--- src/rtl/bp_pkg.sv ---
// Shared types for the branch predictor: counter encodings, BTB entry layout
// and the 2-bit saturating counter next-state function.
package bp_pkg;
  localparam int BP_PC_W = 32;

  typedef enum logic [1:0] {SNT = 2'b00, WNT = 2'b01, WT = 2'b10, ST = 2'b11} ctr_e;

  // Tag is held at full PC width; only the low TAG_BITS are ever non-zero.
  typedef struct packed {
    logic               valid;
    logic [BP_PC_W-1:0] tag;
    logic [BP_PC_W-1:0] target;
    logic [1:0]         ctr;
  } btb_entry_t;

  function automatic logic [1:0] ctr_next(input logic [1:0] ctr, input logic taken);
    if (taken) return (ctr == ST)  ? ST  : ctr + 2'd1;
    else       return (ctr == SNT) ? SNT : ctr - 2'd1;
  endfunction
endpackage

--- src/rtl/sat_counter2.sv ---
// 2-bit saturating counter next-state: +1 on taken, -1 on not taken, clamped.
module sat_counter2 import bp_pkg::*; (
  input  logic [1:0] ctr_i,
  input  logic       taken_i,
  output logic [1:0] ctr_o
);
  assign ctr_o = ctr_next(ctr_i, taken_i);
endmodule

--- src/rtl/branch_predictor.sv ---
// Bimodal predictor with direct-mapped BTB: predicts in fetch, resolves beq in
// decode, flushes one slot on mispredict, trains the table, keeps statistics.
module branch_predictor import bp_pkg::*; #(
  parameter int INDEX_BITS = 4,
  parameter int TAG_BITS   = 8,
  parameter int PC_W       = BP_PC_W,
  parameter int CNT_W      = 16
)(
  input  logic             clk,
  input  logic             rstN,
  input  logic [PC_W-1:0]  fetchPc,
  input  logic             stall,
  input  logic             decIsBranch,
  input  logic             decEq,
  input  logic [PC_W-1:0]  decTarget,
  output logic [PC_W-1:0]  nextPc,
  output logic             predTaken,
  output logic             flush,
  output logic [CNT_W-1:0] branchCnt,
  output logic [CNT_W-1:0] mispredCnt
);
  localparam int ENTRIES = 1 << INDEX_BITS;

  btb_entry_t             btb_q [ENTRIES];
  logic                   s_valid_q, s_pred_q;
  logic [PC_W-1:0]        s_pc_q;
  logic [CNT_W-1:0]       br_cnt_q, br_cnt_d, mp_cnt_q, mp_cnt_d;

  logic [INDEX_BITS-1:0]  f_idx, s_idx;
  logic [BP_PC_W-1:0]     f_tag, s_tag;
  logic                   f_hit, s_hit, resolve, mispred;
  logic [PC_W-1:0]        pred_tgt, redirect;
  logic [1:0]             ctr_upd;

  // Fetch-side lookup
  assign f_idx     = fetchPc[INDEX_BITS+1:2];
  assign f_tag     = BP_PC_W'(fetchPc[INDEX_BITS+TAG_BITS+1:INDEX_BITS+2]);
  assign f_hit     = btb_q[f_idx].valid && (btb_q[f_idx].tag == f_tag);
  assign predTaken = f_hit && btb_q[f_idx].ctr[1];
  assign pred_tgt  = predTaken ? PC_W'(btb_q[f_idx].target) : fetchPc + PC_W'(4);

  // Decode-side view of the same table, indexed by the shadowed fetch PC
  assign s_idx   = s_pc_q[INDEX_BITS+1:2];
  assign s_tag   = BP_PC_W'(s_pc_q[INDEX_BITS+TAG_BITS+1:INDEX_BITS+2]);
  assign s_hit   = btb_q[s_idx].valid && (btb_q[s_idx].tag == s_tag);
  assign resolve = s_valid_q && !stall;

  always_comb begin
    mispred  = 1'b0;
    redirect = s_pc_q + PC_W'(4);
    if (resolve) begin
      if (decIsBranch) begin
        mispred = (s_pred_q != decEq);
        if (decEq) redirect = decTarget;
      end else begin
        mispred = s_pred_q;  // tag alias predicted a non-branch taken
      end
    end
  end

  assign flush  = mispred;
  assign nextPc = mispred ? redirect : pred_tgt;

  sat_counter2 u_ctr (
    .ctr_i   (btb_q[s_idx].ctr),
    .taken_i (decEq),
    .ctr_o   (ctr_upd)
  );

  always_ff @(posedge clk or negedge rstN) begin
    if (!rstN) begin
      for (int i = 0; i < ENTRIES; i++)
        btb_q[i] <= '{valid: 1'b0, tag: '0, target: '0, ctr: WNT};
    end else if (resolve) begin
      if (decIsBranch) begin
        if (s_hit) begin
          btb_q[s_idx].ctr    <= ctr_upd;
          btb_q[s_idx].target <= BP_PC_W'(decTarget);
        end else begin
          btb_q[s_idx] <= '{valid: 1'b1, tag: s_tag, target: BP_PC_W'(decTarget),
                            ctr: (decEq ? WT : WNT)};
        end
      end else if (s_pred_q) begin
        btb_q[s_idx].valid <= 1'b0;
      end
    end
  end

  // IF/ID shadow: tracks what fetch predicted for the instruction now in decode
  always_ff @(posedge clk or negedge rstN) begin
    if (!rstN) begin
      s_valid_q <= 1'b0;
      s_pred_q  <= 1'b0;
      s_pc_q    <= '0;
    end else if (flush) begin
      s_valid_q <= 1'b0;
    end else if (!stall) begin
      s_valid_q <= 1'b1;
      s_pred_q  <= predTaken;
      s_pc_q    <= fetchPc;
    end
  end

  always_comb begin
    br_cnt_d = br_cnt_q;
    mp_cnt_d = mp_cnt_q;
    if (resolve && decIsBranch && !(&br_cnt_q)) br_cnt_d = br_cnt_q + CNT_W'(1);
    if (mispred && !(&mp_cnt_q))                mp_cnt_d = mp_cnt_q + CNT_W'(1);
  end

  always_ff @(posedge clk or negedge rstN) begin
    if (!rstN) begin
      br_cnt_q <= '0;
      mp_cnt_q <= '0;
    end else begin
      br_cnt_q <= br_cnt_d;
      mp_cnt_q <= mp_cnt_d;
    end
  end

  assign branchCnt  = br_cnt_q;
  assign mispredCnt = mp_cnt_q;
endmodule

--- config.mk ---
export PLATFORM = sky130hd
export DESIGN_NAME = branch_predictor
export DESIGN_NICKNAME = d
export VERILOG_FILES = /design/src/rtl/bp_pkg.sv /design/src/rtl/sat_counter2.sv /design/src/rtl/branch_predictor.sv
export SDC_FILE = /design/constraint.sdc
export NUM_CORES = 1
export LEC_CHECK = 0
export CAP_MARGIN = 20
export CORE_AREA = 2 2 249 275
export DETAILED_ROUTE_END_ITERATION = 6
export DIE_AREA = 0 0 251 277
export PLACE_DENSITY = 0.76
export SYNTH_ARGS = -nofsm -noshare
export SYNTH_HDL_FRONTEND = slang
export SYNTH_SLANG_ARGS = --single-unit
--- constraint.sdc ---
create_clock -name clk -period 4.1 [get_ports clk]
set_input_delay 0.82 -clock clk [delete_from_list [all_inputs] [get_ports clk]]
set_output_delay 0.82 -clock clk [all_outputs]
set_load 0.02 [all_outputs]
==> After elaboration in Yosys (flattened, before gate mapping) <==
Index checks and enable logic that the tools add are counted.
{ "word_totals": {"regBits": 1138, "inputBits": 69, "output_inout_bits": 66, "wordCells": 138} }
{ "classes": {"add_sub_neg": 6, "magnitude_cmp": 3, "n_eq_ne": 5, "mux": 34, "bitwise": 4, "n_reduce_logical": 17} }
{ "op_table": {"columns": ["operator", "n"], "rows": [
  ["$bwmux 1072", 4],
  ["$mux 1072", 3],
  ["$demux 67 s4", 4],
  ["$bmux 67 s4", 2],
  ["$mux 67", 6],
  ["$mux 32", 5],
  ["$add 32x3->32 const B", 2],
  ["$eq 32x8->1", 2],
  ["$mux 34", 1],
  ["$add 16x1->16 const B", 2],
  ["$reduce_and 16->1", 2],
  ["$ge 5x5->1 const B", 2],
  ["$mux 2", 5],
  ["$not 4->5", 2],
  ["$logic_and 1x1->1", 8],
  ["$lt 5x1->1 const B", 1],
  ["$mux 1", 4],
  ["$reduce_and 2->1", 2],
  ["$logic_not 1->1", 3],
  ["$add 2x1->2 const B", 1],
  ["$eq 2x2->1 const B", 1],
  ["$logic_not 2->1", 1],
  ["$ne 2x1->1 const B", 1],
  ["$not 1->1", 2],
  ["other kinds (3)", 3]
]} }

==> Depth between registers and ports, before layout <==
{ "depth": {"word_depth": 11, "ltp_mapped": 15, "ltp_nobuf": 9} }

==> By module <==
A second synthesis with hierarchy kept.
{ "unflattened": {"cells_unflattened": 3674, "area_unflattened_um2": 38064.0} }
{ "modules_own_cells": {"columns": ["module", "n_inst", "cells_per_inst", "area_per_inst_um2"], "rows": [
  ["branch_predictor", 1, 3671, 38037.7],
  ["sat_counter2", 1, 3, 26.3]
]} }

==> Worst setup path after synthesis <==
OpenSTA, ideal clock, no wires.
{ "synth_path": {"kind": "in2out", "from": "in fetchPc[3]", "to": "out nextPc[0]", "arrival_ns": 3.638, "t_required_ns": 3.280, "setup_slack_ns": -0.358, "path_stages": 10, "path_buffers": 6, "cell_sequence": "buf_2 > buf_2 > buf_1 > clkbuf_1 > clkbuf_1 > clkbuf_1 > mux4_2 > mux4_2 > mux2i_1 > o21ai_0"} }
{ "synth_via": {"elab_chain_cells": 9} }
{ "synth_rtl": {"columns": ["item", "line", "source"], "rows": [
  ["start, declared", "branch_predictor.sv:11", "input logic [PC_W-1:0] fetchPc,"],
  ["$not 4->5 (not written as such) (*)", "branch_predictor.sv:38, branch_predictor.sv:39, branch_predictor.sv:40", null],
  ["$bmux 67 s4 (*)", "branch_predictor.sv:38, branch_predictor.sv:39, branch_predictor.sv:40", null],
  ["$mux 67 (not written as such) (*) (2 in series)", "branch_predictor.sv:40", "assign pred_tgt = predTaken ? PC_W'(btb_q[f_idx].target) : fetchPc + PC_W'(4);"],
  ["$eq 32x8->1", "branch_predictor.sv:38", "assign f_hit = btb_q[f_idx].valid && (btb_q[f_idx].tag == f_tag);"],
  ["$logic_and 1x1->1", "branch_predictor.sv:38", null],
  ["$logic_and 1x1->1", "branch_predictor.sv:39", "assign predTaken = f_hit && btb_q[f_idx].ctr[1];"],
  ["$mux 32 (*)", "branch_predictor.sv:40", null],
  ["$mux 32 (*)", "branch_predictor.sv:62", "assign nextPc = mispred ? redirect : pred_tgt;"],
  ["end, declared", "branch_predictor.sv:16", "output logic [PC_W-1:0] nextPc,"]
]} }
Every way passes the cells marked *; elsewhere a longest branch is shown, timed or not. The select of a mux whose other input is x is not followed.

==> Final worst setup path <==
{ "layout_path": {"from": "reg btb_q[839] (netlist name)", "to": "out nextPc[0]"} }
{ "layout_via": {"elab_chain_cells": 8} }
{ "layout_rtl": {"columns": ["item", "line", "source"], "rows": [
  ["start, declared", "branch_predictor.sv:24", "btb_entry_t btb_q [ENTRIES];"],
  ["start signal, assigned by index", "branch_predictor.sv:73", "btb_q[i] <= '{valid: 1'b0, tag: '0, target: '0, ctr: WNT};"],
  ["start signal, assigned by index", "branch_predictor.sv:80", "btb_q[s_idx] <= '{valid: 1'b1, tag: s_tag, target: BP_PC_W'(decTarget),"],
  ["$bmux 67 s4", "branch_predictor.sv:38", null],
  ["$mux 67 (2 in series)", null, null],
  ["$eq 32x8->1", "branch_predictor.sv:38", null],
  ["$logic_and 1x1->1", "branch_predictor.sv:38", null],
  ["$logic_and 1x1->1", "branch_predictor.sv:39", null],
  ["$mux 32", "branch_predictor.sv:40", null],
  ["$mux 32", "branch_predictor.sv:62", null]
]} }
No other way between the ends. The select of a mux whose other input is x is not followed.

==> metrics.md <==
| Metric | Value |
|---|---|
| Status | `finished, violations left` |
| Failing checks | `setup timing` |
| TritonCTS clock tree | `yes` |
| Commonest non-fill, non-tap cells in the layout | `736 x dfrtp_1, 689 x mux2_2, 238 x buf_4` |
| Fin crit share | `1.12` |
| CTS H-tree depth | `3` |
| Setup Skew | `approximately 0.028 ns` |
| Area delta synth->final | `18.6%` |
| Register area | `around 0.019 mm2` |
| Die X | `251 um` |
| Hold Path Class | `primary input to async pin` |
| Crit Path Class | `register to output port` |
| WL/cell | `27.8 um` |
| Most common cell after layout, fill and taps aside | `dfrtp_1` |
| Post-DRT Antenna Nets | `0` |
| Clk_lat worst skew | `between 0.6 and 0.7 ns` |
| Clk slew on worst S/H paths | `0.06 ns` |
| Iter 0 DRT Violations | `between 1500 and 2000` |
| Fin area | `0.0439 mm2` |
| Layout Nets | `2891` |
| CP arrival | `3.79 ns` |
| Synth Flop Type | `dfrtp_1` |
| Slew at the pin closest to its max-slew limit | `0.959 ns` |
| CTS Buf Count | `80` |
| Critical path cell sequence | `mux4_2 -> mux4_2 -> xnor2_2 -> nand4b_1 -> a211o_1 -> or3_4 -> buf_12 -> clkbuf_16 -> mux2i_1 -> o21ai_1 -> buf_4` |
| Slew headroom | `0.360` |
| Fill cell count | `between 4000 and 5000` |
| Ys Warns | `0` |
| CP max FO | `7` |
| Max stage delay on crit path | `0.51 ns` |
| I/O Pins | `135` |
| CTS root buf | `clkbuf_16` |
| Final HPWL DP | `around 66000 um` |
| Row count | `100` |
| Core area | `0.0671 mm2` |
| Critical path's most frequent cell | `mux4_2` |
| Die H | `277 um` |
| Final setup TNS | `-15.25 ns` |
| First-pass GRT wire length | `161000 um` |
| All-Layer GR Usage | `0.307` |
| Max frequency | `0.217 GHz` |
| Leakage | `19.9 nW` |
| Antenna violations before repair | `1` |
| Seq/Total Area, Yosys | `0.510` |
| IO buf count | `134` |
| Pwr/cell area | `556 mW/mm2` |
| DRC errors left | `0` |
| FF-to-FF Start | `s_pc_q[2]$_DFFE_PN0P_` |
| Clk sink count | `754` |
| Unrepaired setup endpoints after global routing | `yes` |
| Grt total ovfl | `0` |
| Via density | `6.42` |
| Final setup margin | `-0.511 ns` |
| Synthesized cell area | `roughly 0.037 mm2` |
| Syn Area/Cell | `14.6 um2` |
| Number of global-route vias before repair | `25900` |
| Drt total wl | `104000 um` |
| Drt pass-1 iters | `5` |
| Placed cell area | `0.0410 mm2` |
| Clock tree buffer depth | `3` |
| Multi-input gate area | `0.0175 mm2` |
| Layout cells sized above 1 | `0.499` |
| DP Worst Slack | `-1.20 ns` |
| Largest net degree at the start of global routing | `approximately 140` |
| CTS Hold Bufs | `0` |
| Die area | `0.0695 mm2` |
| Minimum clock period | `4.61 ns` |
| Syn_nets | `2622` |
| CP endpoint kind | `output port` |
| #FFs+latches synth | `754` |
| Worst setup path start | `btb_q[839]$_DFFE_PN0P_` |
| WP data required | `3.28 ns` |
| Crit start category | `register` |
| Final GP Congestion | `0.948` |
| Core Util, Final | `0.655` |
| Pins Over Slew Limit | `0` |
| Final setup viols | `33` |
| Starting Density | `0.552` |
| Post-synth EDFFs | `0` |
| Ys async rst share | `1.00` |
| Vias | `24000` |
| Final hold vios | `0` |
| Max Cap Viol | `0` |
| Netlist cell types | `66` |
| Gate count after technology mapping | `2545` |
| VDD IR-drop max | `0.000402 V` |
| Slowest-stage cell, CP | `mux4_2` |
-- registers in the layout, indices dropped and copies added, names as in the netlist --
signal / count
s_pred_q: 1
branchCnt: 16
s_valid_q: 1
btb_q: 688
mispredCnt: 16
s_pc_q: 32
-- metal layers --
layer / vias to the layer above / GRT usage / wire length, um
met5: - / 0 / 0
met4: 0 / 0.117 / 3680
met3: 234 / 0.0562 / 7540
met2: 964 / 0.498 / 50800
met1: 12800 / 0.416 / 42300
li1: 10100 / - / -
-- logic make-up after synthesis --
| family | after synthesis | share of synthesized area |
|---|---|---|
| DFF | 754 | 0.510 |
| adders and majority gates | 8 | 0.00270 |
| buffers and inverters | 224 | 0.0257 |
| and+or+nand+nor | 309 | 0.0422 |
| AOI/OAI and AO/OA | 161 | 0.0294 |
| xor gates and xnor gates | 94 | 0.0222 |
| muxes | 995 | 0.368 |
-- worst paths after layout --
check / endpoint / depth (start not counted) / slack (ns)
hold / removal: branchCnt[12]$_DFFE_PN0P_ / 1 / 0.12
hold reg to reg: btb_q[540]$_DFFE_PN0P_ / 2 / 0.49
setup / recovery: nextPc[0] / 11 / -0.51
min in group clk: btb_q[540]$_DFFE_PN0P_ / 2 / 0.49
max in group asynchronous: btb_q[290]$_DFFE_PN0P_ / 2 / 2.82
setup reg to reg: btb_q[906]$_DFFE_PN0P_ / 11 / 0.25
-- power by group --
part / switching, mW / total, mW / internal (mW)
clock: 3.06 / 7.53 / 4.47
combinational: 2.30 / 5.89 / 3.59
sequential: 1.33 / 11.0 / 9.67
total: 6.68 / 24.4 / 17.7
-- synth_stat cells (4+ instances only) --
cell type  number  area share
nand2_1       102       0.010
buf_2          29      0.0039
buf_1          13      0.0013
nor2_1         47      0.0048
dfstp_2        16       0.011
mux2_2        689        0.21
dfrtp_1       738        0.50
and4_1          7      0.0017
and3_1         19      0.0032
mux4_2        225        0.14
a22oi_1        15      0.0030
a21oi_1        12      0.0016
inv_1          15      0.0015
clkbuf_1      150       0.015
nor3_1         11      0.0015
xor2_1         32      0.0076
nand4b_1        4     0.00095
nor2b_1        15      0.0025
xnor2_1        62       0.015
nand4_1        20      0.0034
nand3_1        42      0.0057
buf_4           8      0.0016
ha_1            8      0.0027
mux2i_1        81       0.022
and2_1          9      0.0015
nand2b_1       10      0.0017
buf_6           6      0.0018
o21ai_0        44      0.0059
o221ai_1       30      0.0071
or3_1           4     0.00068
nand3_2         8      0.0022
o21ai_1        25      0.0034
-- what timing repair did --
item,4_1_cts,5_1_grt
setup endpoints to repair,33,33
gates resized for setup,184,18
cloned,0,1
pin swaps,2,4
buffers inserted,1,3
-- through the flow --
step	std cells	total power, mW	hold WS (ns)
floorplan	2545	14.7	0.445
global placement	3594	16.5	0.457
detailed placement	3594	16.9	0.470
CTS	3743	24.5	0.114
global route	3748	25.5	0.136
finish	3748	24.4	0.117
-- layout make-up --
class,count,area share
Clock inverter,28,0.00834
Clock buffer,120,0.0547
Inverter,18,0.00196
Timing Repair Buffer,393,0.0829
Multi-Input combinational cell,1567,0.397
Antenna cell,1,0.0000569
Tap cell,867,0.0247
Sequential cell,754,0.430
-- critical path, delay by kind of cell (launching register included) --
family,cells,cell delay [ns]
compound gates,2,0.36
xor+xnor,1,0.22
buf+inv,3,0.48
flops,1,0.41
mux,3,1.11
simple gates,2,0.59
(Power assumes the default switching activity.)
